File: config.mk
export PLATFORM = sky130hd
export DESIGN_NAME = bcd_time_of_day
export DESIGN_NICKNAME = d
export VERILOG_FILES = /design/src/rtl/bcd_time_of_day.sv
export SDC_FILE = /design/constraint.sdc
export NUM_CORES = 1
export LEC_CHECK = 0
export BUFFER_PORTS_ARGS = -buffer_cell sky130_fd_sc_hd__buf_2
export CAP_MARGIN = 20
export CORE_MARGIN = 2
export CORE_UTILIZATION = 28
export CTS_BUF_LIST = sky130_fd_sc_hd__clkbuf_16
export DETAILED_ROUTE_END_ITERATION = 16
export PLACE_DENSITY = 0.53
export SYNTH_ARGS = -nofsm -noshare
export SYNTH_HDL_FRONTEND = slang
export SYNTH_SLANG_ARGS = --single-unit
export TNS_END_PERCENT = 100
File: constraint.sdc
create_clock -name clk -period 2.7 [get_ports clk]
set_input_delay 0.54 -clock clk [delete_from_list [all_inputs] [get_ports clk]]
set_output_delay 0.54 -clock clk [all_outputs]
set_load 0.02 [all_outputs]
File: src/rtl/bcd_time_of_day.sv
// -----------------------------------------------------------------------------
// bcd_time_of_day
//
// Time-of-day counter in packed BCD (hh:mm:ss). The 1 Hz divider output arrives
// on tick_in as an asynchronous level. It is synchronised, edge-detected and
// used as a count enable. It is never used as a clock. Everything runs on clk.
//
// Build option:
//   CLOCK_12H_EN  defined   -> 12 h mode: hh 01..12 plus the pm flag.
//                 undefined -> 24 h mode: hh 00..23, pm tied to 0, load_pm ignored.
//   The port list is the same in both builds.
//
// Parameters:
//   SYNC_STAGES  synchroniser depth for tick_in (legal range 2..4)
//
// Ports:
//   clk        system clock, rising edge
//   reset      asynchronous active-low reset; release is synchronous to clk
//   tick_in    1 Hz square wave, asynchronous to clk
//   run        1 = count on each tick, 0 = hold (ticks are discarded)
//   load       1-cycle strobe; takes load_hh/mm/ss (and load_pm) when valid
//   load_hh    BCD hours   {tens, units}
//   load_mm    BCD minutes {tens, units}
//   load_ss    BCD seconds {tens, units}
//   load_pm    PM flag for a load (12 h mode only)
//   hh, mm, ss current time, packed BCD
//   pm         PM indicator (constant 0 in 24 h mode)
//   sec_pulse  1-cycle pulse in the cycle each counted second appears on ss
//   min_pulse  1-cycle pulse when ss wraps 59 -> 00
//   day_pulse  1-cycle pulse when the time wraps to the start of the day
//   load_err   1-cycle pulse when a load was rejected as invalid
//
// Latency: a tick_in rise that is first sampled at edge N updates ss at edge
// N + SYNC_STAGES + 1. All outputs come straight from flops.
// -----------------------------------------------------------------------------
module bcd_time_of_day #(
  parameter int SYNC_STAGES = 2
) (
  input  logic       clk,
  input  logic       reset,
  input  logic       tick_in,
  input  logic       run,
  input  logic       load,
  input  logic [7:0] load_hh,
  input  logic [7:0] load_mm,
  input  logic [7:0] load_ss,
  input  logic       load_pm,
  output logic [7:0] hh,
  output logic [7:0] mm,
  output logic [7:0] ss,
  output logic       pm,
  output logic       sec_pulse,
  output logic       min_pulse,
  output logic       day_pulse,
  output logic       load_err
);

`ifdef CLOCK_12H_EN
  localparam logic [7:0] HH_RESET = 8'h12;
  localparam logic [7:0] HH_MAX   = 8'h12;
`else
  localparam logic [7:0] HH_RESET = 8'h00;
  localparam logic [7:0] HH_MAX   = 8'h23;
`endif

  // Edges seen during the first SYNC_STAGES+1 cycles after reset release are
  // ignored, so a tick_in that is already high at release is never counted.
  localparam logic [2:0] GUARD_CYCLES = 3'(SYNC_STAGES + 1);

  // ---------------------------------------------------------------------------
  // BCD helpers
  // ---------------------------------------------------------------------------

  // Increments one packed two-digit BCD value. The caller handles the wrap
  // at the top of the range, so the tens digit never exceeds 9 here.
  function automatic logic [7:0] bcd_inc(input logic [7:0] v);
    if (v[3:0] == 4'd9) bcd_inc = {v[7:4] + 4'd1, 4'd0};
    else                bcd_inc = {v[7:4], v[3:0] + 4'd1};
  endfunction

  // True when both nibbles are decimal digits and the value is <= limit.
  // Once both nibbles are legal digits, a plain compare of the packed values
  // orders them the same way the decimal numbers are ordered.
  function automatic logic bcd_in_range(input logic [7:0] v, input logic [7:0] limit);
    bcd_in_range = (v[7:4] <= 4'd9) && (v[3:0] <= 4'd9) && (v <= limit);
  endfunction

  // ---------------------------------------------------------------------------
  // tick_in synchroniser, edge detector and post-reset guard
  // ---------------------------------------------------------------------------
  logic [SYNC_STAGES-1:0] sync_q;
  logic                   hist_q;
  logic                   tick_q;
  logic [2:0]             guard_q;
  logic                   tick_rise;
  logic                   guard_done;

  assign tick_rise  = sync_q[SYNC_STAGES-1] & ~hist_q;
  assign guard_done = (guard_q == GUARD_CYCLES);

  // NOTE: state is updated with non-blocking assignments only, so every flop
  // in this block samples the values from before the edge. This is what
  // makes sync_q behave as a shift chain and not as a single wire.
  always_ff @(posedge clk or negedge reset) begin
    if (!reset) begin
      sync_q  <= '0;
      hist_q  <= 1'b0;
      tick_q  <= 1'b0;
      guard_q <= '0;
    end else begin
      sync_q  <= {sync_q[SYNC_STAGES-2:0], tick_in};
      hist_q  <= sync_q[SYNC_STAGES-1];
      // One flop between the edge detector and the counter. It gives the
      // fixed SYNC_STAGES+1 latency and keeps the detector out of the carry path.
      tick_q  <= tick_rise & guard_done;
      if (!guard_done) guard_q <= guard_q + 3'd1;
    end
  end

  // ---------------------------------------------------------------------------
  // Next-time values and load validation
  // ---------------------------------------------------------------------------
  logic       ss_wrap;
  logic       mm_wrap;
  logic       day_wrap;
  logic [7:0] ss_next;
  logic [7:0] mm_next;
  logic [7:0] hh_next;
  logic       load_valid;
`ifdef CLOCK_12H_EN
  logic       pm_next;
`endif

  // NOTE: every signal written here gets a default value first, so no
  // branch can leave a value unassigned. An unassigned value would infer a latch.
  always_comb begin
    ss_wrap  = (ss == 8'h59);
    mm_wrap  = (mm == 8'h59);
    ss_next  = ss_wrap ? 8'h00 : bcd_inc(ss);
    mm_next  = mm_wrap ? 8'h00 : bcd_inc(mm);
    hh_next  = bcd_inc(hh);
    day_wrap = 1'b0;
`ifdef CLOCK_12H_EN
    pm_next  = pm;
    if (hh == 8'h12) begin
      hh_next = 8'h01;               // 12:59:59 -> 01:00:00, pm unchanged
    end else if (hh == 8'h11) begin
      hh_next  = 8'h12;              // 11:59:59 -> 12:00:00, pm toggles
      pm_next  = ~pm;
      day_wrap = pm;                 // 11:59:59 PM -> 12:00:00 AM starts a new day
    end
`else
    if (hh == 8'h23) begin
      hh_next  = 8'h00;
      day_wrap = 1'b1;
    end
`endif
  end

  always_comb begin
    load_valid = bcd_in_range(load_hh, HH_MAX) &&
                 bcd_in_range(load_mm, 8'h59)  &&
                 bcd_in_range(load_ss, 8'h59);
`ifdef CLOCK_12H_EN
    // Hour 00 does not exist on a 12 h dial.
    load_valid = load_valid && (load_hh != 8'h00);
`endif
  end

  // ---------------------------------------------------------------------------
  // Time registers and pulse outputs
  // ---------------------------------------------------------------------------
  always_ff @(posedge clk or negedge reset) begin
    if (!reset) begin
      hh        <= HH_RESET;
      mm        <= 8'h00;
      ss        <= 8'h00;
      sec_pulse <= 1'b0;
      min_pulse <= 1'b0;
      day_pulse <= 1'b0;
      load_err  <= 1'b0;
`ifdef CLOCK_12H_EN
      pm        <= 1'b0;
`endif
    end else begin
      sec_pulse <= 1'b0;
      min_pulse <= 1'b0;
      day_pulse <= 1'b0;
      load_err  <= 1'b0;
      if (load) begin
        // A load takes priority. A tick in the same cycle is dropped on
        // purpose, whether or not the load is accepted.
        if (load_valid) begin
          hh <= load_hh;
          mm <= load_mm;
          ss <= load_ss;
`ifdef CLOCK_12H_EN
          pm <= load_pm;
`endif
        end else begin
          load_err <= 1'b1;
        end
      end else if (tick_q && run) begin
        sec_pulse <= 1'b1;
        ss        <= ss_next;
        if (ss_wrap) begin
          min_pulse <= 1'b1;
          mm        <= mm_next;
          if (mm_wrap) begin
            hh        <= hh_next;
            day_pulse <= day_wrap;
`ifdef CLOCK_12H_EN
            pm        <= pm_next;
`endif
          end
        end
      end
    end
  end

`ifndef CLOCK_12H_EN
  // 24 h mode has no AM/PM. load_pm stays in the port list so that both
  // builds have the same interface.
  logic unused_load_pm;
  assign pm             = 1'b0;
  assign unused_load_pm = load_pm;
`endif

endmodule

### Yosys cells after proc, flatten, opt, wreduce, memory -nomap -nowiden

Index checks and enable logic that the tools add are counted.

| cells by class | value |
|---|---|
| equal/unequal tests | 8 |
| reductions and logical operators | 21 |
| $lt $le $gt $ge | 9 |
| muxes and demuxes | 30 |
| bitwise logic cells | 3 |
| add/subtract/negate cells | 7 |

Operator list:

| kind | number |
|---|---|
| $mux 8 | 18 |
| $add 4x1->4 const B | 6 |
| $le 4x4->1 const B | 6 |
| $eq 8x7->1 const B | 2 |
| $le 8x7->1 const B | 2 |
| $eq 4x4->1 const B | 3 |
| $mux 1 | 12 |
| $logic_and 1x1->1 | 9 |
| $reduce_bool 3->1 | 3 |
| $eq 8x6->1 const B | 1 |
| $le 8x6->1 const B | 1 |
| $reduce_and 4->1 | 2 |
| $reduce_and 3->1 | 2 |
| $reduce_bool 2->1 | 3 |
| $reduce_and 5->1 | 1 |
| $add 3x1->3 const B | 1 |
| $eq 3x2->1 const B | 1 |
| $and 1x1->1 | 2 |
| $ne 2x1->1 const B | 1 |
| $reduce_and 2->1 | 1 |
| $not 1->1 | 1 |

| word-level totals | value |
|---|---|
| input port bits | 30 |
| register bits | 35 |
| word-level logic and storage cells | 92 |
| output and inout port bits | 29 |

### Longest topological paths before layout

Gate-level depths: netlist of run 1.

| logic depth | value |
|---|---|
| word-level depth | 7 |
| gate-level depth with buffers | 8 |
| depth with buffers taken out | 7 |

### Least setup slack after synthesis of run 1

OpenSTA, ideal clock, no wires.

| path | value |
|---|---|
| kind | register to register |
| from | register ss[0] |
| to | register hh[5] |
| path buffers | 0 |
| cell stages (with the launch flop) | 7 |
| data required time | 2.575 ns |
| arrival time | 2.125 ns |
| slack | 0.450 ns |
| period minus slack after synthesis | 2.250 ns |
| cells stage by stage | dfrtp_1 -> ha_1 -> nand3b_1 -> nor3_2 -> a31oi_2 -> a221o_1 -> mux2_4 |

| between the ends | value |
|---|---|
| longest elaborated chain between the ends | 3 |

Ends and longest elaborated chain:

| what | RTL line | text |
|---|---|---|
| start: declaration | 50 | `output logic [7:0] ss,` |
| start signal: assignment | 196 | `ss <= load_ss;` |
| start signal: assignment | 205 | `ss <= ss_next;` |
| $eq 8x7->1 | 137 | `ss_wrap = (ss == 8'h59);` |
| $reduce_bool 2->1 (no line) | -- |  |
| $reduce_and 5->1 (no line) | -- |  |
| end signal: assignment | 194 | `hh <= load_hh;` |
| end signal: assignment | 210 | `hh <= hh_next;` |
| end: declaration | 48 | `output logic [7:0] hh,` |

Every way passes these cells.
A chain may end at the register's enable or synchronous reset.

### Worst setup path after layout of run 1

| path | value |
|---|---|
| from | register ss[1] |
| to | register hh[6] |

Same word-level chain as after synthesis.

==> run metrics, run 1 <==
status complete, no violations; gr ovfl total 0; Post-synth ARST share between 90% and 100%; Wirelength per Cell 14.19 um; Post-Syn Area per Cell 9.476 sq um; routability cong. 0.7265; worst slew pin tran between 0.8 and 0.9 ns; total CTS buffers 5; worst setup slack after layout 0.4649 ns; worst skew pair latency about 0.28 ns; GRT Util Overall a little over an eighth; Synth Flop Type dfrtp_1; final antenna-violating net count 0; startpoint types flop; Post-Place Worst Slack 0.3138 ns; Max FO, Critical Path 7; DR vias approximately 1900; First-pass DRT Iterations 4; final setup fails 0; cell count after synthesis between 200 and 250; TritonCTS clock tree done; Final period util a little over 80%; Cell Area, Synth between 2000 and 2500 sq um; synthesis-to-finish area growth 27.15%; antenna cells 0; Post-DP HPWL 4135 um; clock-pin slew on the worst setup and hold paths 0.06 ns; f_max approximately 450 MHz; Setup crit end kind flop; Final Hold Fails 0; Mapped Nets 274; Ports slightly below 60; Max H-tree Level 2; arrival time at the worst endpoint 2.39 ns; Leak 1.272 nW; crit path time final 2.235 ns; # hold bufs at CTS 0; share of post-route cells with drive strength above 1 26.64%; PortBufs 56; number of synthesized register bits 35; initial antenna violation count 0; Register Area 875.8 sq um; Core ar. 7647 sq um; count of cells resized by post-cts repair 0; DR iter-0 viols 125; first-pass GRT wire length 8970 um; distinct cell type count after synthesis 52; fin util 36.24%; CP required 2.86 ns; EDFF count, synth 0; Post-CTS Setup Bufs 0; setup_tns 0 ns; Rows 32; Seq/Total Area, Yosys 40.18%; die footprint 8506 sq um; VDD IR-drop max 260.1 uV; max cap viols 0; Vias/cell 4.941; CP Class reg2reg; fillers around 800; multi-input logic area 1216 sq um; PD cells 788.8 nW/um^2; clk sink count 35; Die Ht 92.23 um; Initial Utilization 28.50%; Synth Warn # 0; Setup Skew 0.003820 ns; DRT Wirelength 5548 um; largest net degree at the start of global routing 37; drt drc 0; relative slew slack between 40 and 50%; Die W 92.23 um; Final nets between 300 and 400; vias in the first global route 1853; clk buf depth 2; unrepaired setup endpoints after global routing no; Max Slew Vio Count 0; Root Buffer clkbuf_16; Hold WC Path Type reg2reg
-- layer usage --
metal	part of all wire (%)	vias up	global-route usage [%]
met5	0	-	0
li1	-	969	-
met2	47	44	21.63
met4	0.79	0	4.104
met1	47	915	17.55
met3	4.7	4	3.369
-- report_power, final --
group / switching [mW] / leakage [nW] / internal [mW]
registers: 0.147 / 0.416 / 0.622
logic: 0.382 / 0.762 / 0.301
clock network: 0.210 / 0.0952 / 0.525
-- through the flow --
step	cells	instance area [sq um]	power, mW	hold WS, ns
finish	391	2771	2.186	0.3492
global route	391	2771	2.333	0.3540
CTS	391	2771	2.212	0.3522
detailed placement	383	2582	1.464	0.3393
global placement	383	2582	1.453	0.3359
floorplan	230	2180	1.229	0.2444
-- layout by cell type (no fill, tap or decap), types with 3 or more instances in the layout --
cell type	synthesis	layout
buf_2	1	56
dfrtp_1	35	35
nand2_1	25	25
nor2_1	14	14
ha_1	14	14
inv_1	12	13
nor3_1	10	10
a21oi_1	10	10
o21ai_0	9	9
nand3_1	8	8
mux2i_1	6	6
a221o_1	6	6
nand3b_1	5	5
clkbuf_16	0	5
buf_4	1	5
and3b_1	4	4
mux2_2	4	4
xnor2_1	4	4
a31oi_1	4	4
a221oi_1	4	4
nor4_1	3	3
o31ai_1	3	3
mux2_4	3	3
nor3b_1	3	3
a211oi_1	3	3
-- Yosys cell counts, drive strengths merged, types with 3 or more instances --
cell	instances	area share, %
dfrtp	35	40
nand2	25	4.3
ha	14	8.0
nor2	14	2.4
inv	12	2.1
nor3	11	2.8
a21oi	10	2.3
o21ai	9	2.1
nand3	8	1.8
mux2	7	4.1
a221o	6	2.8
clkbuf	6	1.0
mux2i	6	2.8
a31oi	5	1.7
nand3b	5	1.7
a221oi	4	1.6
and3b	4	1.6
buf	4	0.92
xnor2	4	1.6
a211oi	3	1.0
nor3b	3	1.0
nor4	3	0.86
o31ai	3	1.0
-- sequential cells by signal, indices dropped and copies added, names as in the netlist --
signal     cells
guard_q        3
sync_q         2
sec_pulse      1
hist_q         1
load_err       1
mm             8
hh             8
tick_q         1
ss             8
min_pulse      1
day_pulse      1
-- path summary, 6_finish.rpt --
path | start | end | slack [ns] | cells past startpoint
max | ss[1] | hh[6] | 0.46 | 7
min | sync_q[0] | sync_q[1] | 0.35 | 0
max reg2reg | ss[1] | hh[6] | 0.46 | 7
min reg2reg | sync_q[0] | sync_q[1] | 0.35 | 0
max in group asynchronous | reset | hh[3] | 1.82 | 1
min in group asynchronous | reset | min_pulse | 0.36 | 1
-- cell families after synthesis --
kind of cell / count (synthesis) / share of synthesized area (%)
other cells: 1 / 0.1721
compound gates: 57 / 18.94
simple gates: 83 / 19.75
buf+inv: 22 / 4.018
flops: 35 / 40.18
xor+xnor: 5 / 2.009
fa+ha+maj: 14 / 8.037
mux: 13 / 6.888
-- cell type report --
class,count,share of cell area [%]
Timing Repair Buffer,61,11.47
Multi-Input combinational cell,173,43.88
Clock buffer,5,4.515
Sequential cell,35,31.60
Clock inverter,3,2.302
Tap cell,102,4.605
Inverter,12,1.625
-- worst max-delay path, stage by stage (launching register included) --
cell and delay, ns:
dfrtp_1 0.43, inv_1 0.10, ha_1 0.19, nand3b_1 0.14
nor3_2 0.27, a31oi_2 0.23, a221o_1 0.43, mux2_4 0.33
No activity file was read; power rests on OpenSTA's default activity.
==> run 2: changes to the inputs <==
Settings changed: ABC_AREA set to 1.
Clock period 2.7 ns to 2.1 ns, I/O delays scaled along.
==> run 2 against run 1 <==
Critical path depth rose by 4. Clock-buffer cell count did not move. Cell count rose by 8.4%. Sequential share of layout area rose by 0.99 points. Worst setup slack got worse by 0.063 ns. Synthesized area fell by 3.7%. Register-to-register slack got worse by 0.06 ns. Maximum frequency rose by 32%. Highest routed layer unchanged. Die area fell by 3.6%. Sequential cell count did not move. Power rose by 0.50%.
==> run metrics, run 2 <==
placed cell areas 2524 sq um (was 2582 sq um); number of synthesized register bits 35 (unchanged); TritonCTS clock tree done (unchanged); antenna cells 0 (unchanged); fin util 37.05% (was 36.24%); Vias/cell 4.460 (was 4.941); multi-input logic area 1085 sq um (was 1216 sq um); PortBufs 56 (unchanged); clock-pin slew on the worst setup and hold paths 0.05 ns (was 0.06 ns); Post-CTS Setup Bufs 0 (unchanged); status complete, no violations (unchanged); Post-DP HPWL 3880 um (was 4135 um); hold slack 0.09970 ns (was 0.3492 ns); CP Class reg2reg (unchanged); Setup Skew 0.003953 ns (was 0.003820 ns); vias in the first global route 1806 (was 1853); Max H-tree Level 2 (unchanged); critical path's slowest cell dfrtp_1 (unchanged); largest net degree at the start of global routing 36 (was 37); most common cell after layout, fill and taps aside nand2_1 (was buf_2); Cell Area, Synth 2098 sq um (was 2180 sq um); Synth area leader dfrtp_1 (unchanged); crit path time final 1.698 ns (was 2.235 ns); Post-Syn Area per Cell 8.039 sq um (was 9.476 sq um); First-pass DRT Iterations 4 (unchanged); count of cells resized by post-cts repair 0 (unchanged); synth top area cells dfrtp_1 (42%), nand2_1 (13%), ha_1 (8.3%), o21ai_0 (5.0%), inv_1 (4.8%) (was dfrtp_1 (40%), ha_1 (8.0%), nand2_1 (4.3%), a221o_1 (2.8%), mux2i_1 (2.8%)); DR iter-0 viols 51 (was 125); Initial Utilization 28.93% (was 28.50%); Max FO, Critical Path 5 (was 7); cell count after synthesis 261 (was 230); setup_tns 0 ns (unchanged); final antenna-violating net count 0 (unchanged); M2 GR Usage 19.65% (was 21.63%); PD cells 817.5 nW/um^2 (was 788.8 nW/um^2); Seq/Total Area, Yosys 41.74% (was 40.18%); Final period util 80.86% (was 82.78%); proportion of netlist area held by the largest area contributor 41.74% (was 40.18%); share of post-route cells with drive strength above 1 24.31% (was 26.64%); slowest cell delay on critical path 0.41 ns (was 0.43 ns); most common cell in the synthesized netlist nand2_1 (was dfrtp_1); Buf/Inv on CP 2 (was 1); Wirelength per Cell 11.92 um (was 14.19 um); synth cell count leaders nand2_1 (71), dfrtp_1 (35), inv_1 (27), nor2_1 (21), o21ai_0 (21) (was dfrtp_1 (35), nand2_1 (25), ha_1 (14), nor2_1 (14), inv_1 (12)); Root Buffer clkbuf_16 (unchanged); fin cells 424 (was 391); largest delay contributor family on the critical path simple AND/OR/NAND/NOR gates (was compound AO/OA/AOI/OAI gates); grt met1 use 17.55% (about the same); Post-Place Worst Slack 0.2978 ns (was 0.3138 ns); final setup fails 0 (unchanged); DRT Wirelength 5054 um (was 5548 um); largest registers hh x8, mm x8, ss x8 (unchanged); worst path cell trace inv_1, ha_1, nand2_1, nor2_1, inv_1, nor2_1, nor2_1, nor2_2, nand3_1, nand2_1, nand2_1 (was inv_1, ha_1, nand3b_1, nor3_2, a31oi_2, a221o_1, mux2_4); Hold WC Path Type in2async (was reg2reg); post-route cell area 2688 sq um (was 2771 sq um); worst skew pair latency 0.27 ns (was 0.28 ns); met3 GRT Util 3.506% (was 3.369%); routability cong. 0.8210 (was 0.7265); clk sink count 35 (unchanged); Die Ht 90.57 um (was 92.23 um); first-pass GRT wire length 8542 um (was 8970 um); startpoint types flop (unchanged); Post-synth ARST share 100.0% (unchanged); initial antenna violation count 0 (unchanged); Final nets 368 (was 332); Ports 59 (unchanged); VDD IR-drop max 340.0 uV (was 260.1 uV); GRT Util Overall 12.69% (was 13.36%); CP required 2.26 ns (was 2.86 ns); Register Area 875.8 sq um (unchanged); unrepaired setup endpoints after global routing no (unchanged); Leak 1.387 nW (was 1.272 nW); max cap viols 0 (unchanged); Max Slew Vio Count 0 (unchanged); Final Hold Fails 0 (unchanged); worst setup slack after layout 0.4019 ns (was 0.4649 ns); Core ar. 7253 sq um (was 7647 sq um); gr ovfl total 0 (unchanged); f_max 588.9 MHz (was 447.4 MHz); drt drc 0 (unchanged); total CTS buffers 5 (unchanged); Setup crit end kind flop (unchanged); GR peak layer met2 (unchanged); synthesis-to-finish area growth 28.09% (was 27.15%); Die W 90.57 um (was 92.23 um); # hold bufs at CTS 0 (unchanged); DR vias 1891 (was 1932); clk buf depth 2 (unchanged); distinct cell type count after synthesis 31 (was 52); Synth Flop Type dfrtp_1 (unchanged); Synth Warn # 0 (unchanged); Rows 31 (was 32); EDFF count, synth 0 (unchanged); commonest cells after routing, fill and taps aside nand2_1 (71), buf_2 (56), dfrtp_1 (35) (was buf_2 (56), dfrtp_1 (35), nand2_1 (25)); Inst Count DP 416 (was 383); arrival time at the worst endpoint 1.86 ns (was 2.39 ns); Mapped Nets 305 (was 274); fillers 789 (was 802); die footprint 8202 sq um (was 8506 sq um); Overall Power 2.197 mW (was 2.186 mW)
==> run 2: layout make-up <==
class                           count  area share (%)
Multi-Input combinational cell    193           40.36
Sequential cell                    35           32.59
Timing Repair Buffer               62           12.57
Clock buffer                        5           4.655
Tap cell                           99           4.609
Inverter                           27           3.771
Clock inverter                      3           1.443
==> run 2: final timing paths <==
check / start / to / slack, ns / depth (start not counted)
worst max register to register: mm[1] / hh[5] / 0.40 / 11
worst max-delay path: mm[1] / hh[5] / 0.40 / 11
worst min-delay path: reset / mm[4] / 0.1 / 2
max in group asynchronous: reset / hh[5] / 1.81 / 2
worst min register to register: sync_q[0] / sync_q[1] / 0.35 / 0
min in group clk: tick_in / sync_q[0] / 0.25 / 1
==> run 2: per-layer routing <==
layer,up-vias,wire [um],part of all wire (%)
met3,2,241,4.8
met2,47,2237,44
met1,872,2552,50
met5,-,0,0
met4,0,23,0.46
li1,970,-,-
==> run 2: cells by family (layout without fill, tap and decap cells) <==
logic type                 Yosys count  count (layout)  synth area share, %
and+or+nand+nor                    121             121                25.22
AOI/OAI and AO/OA                   43              43                11.99
DFF                                 35              35                41.74
buffers and inverters               33              97                6.559
adders and majority gates           14              14                8.348
xor gates and xnor gates            13              13                5.426
other                                1               1               0.1787
muxes                                1               1               0.5366
==> run 2: report_power, final <==
part / switching [mW] / internal [mW]
combinational: 0.311 / 0.201
sequential: 0.110 / 0.757
clock: 0.266 / 0.553
total: 0.686 / 1.51
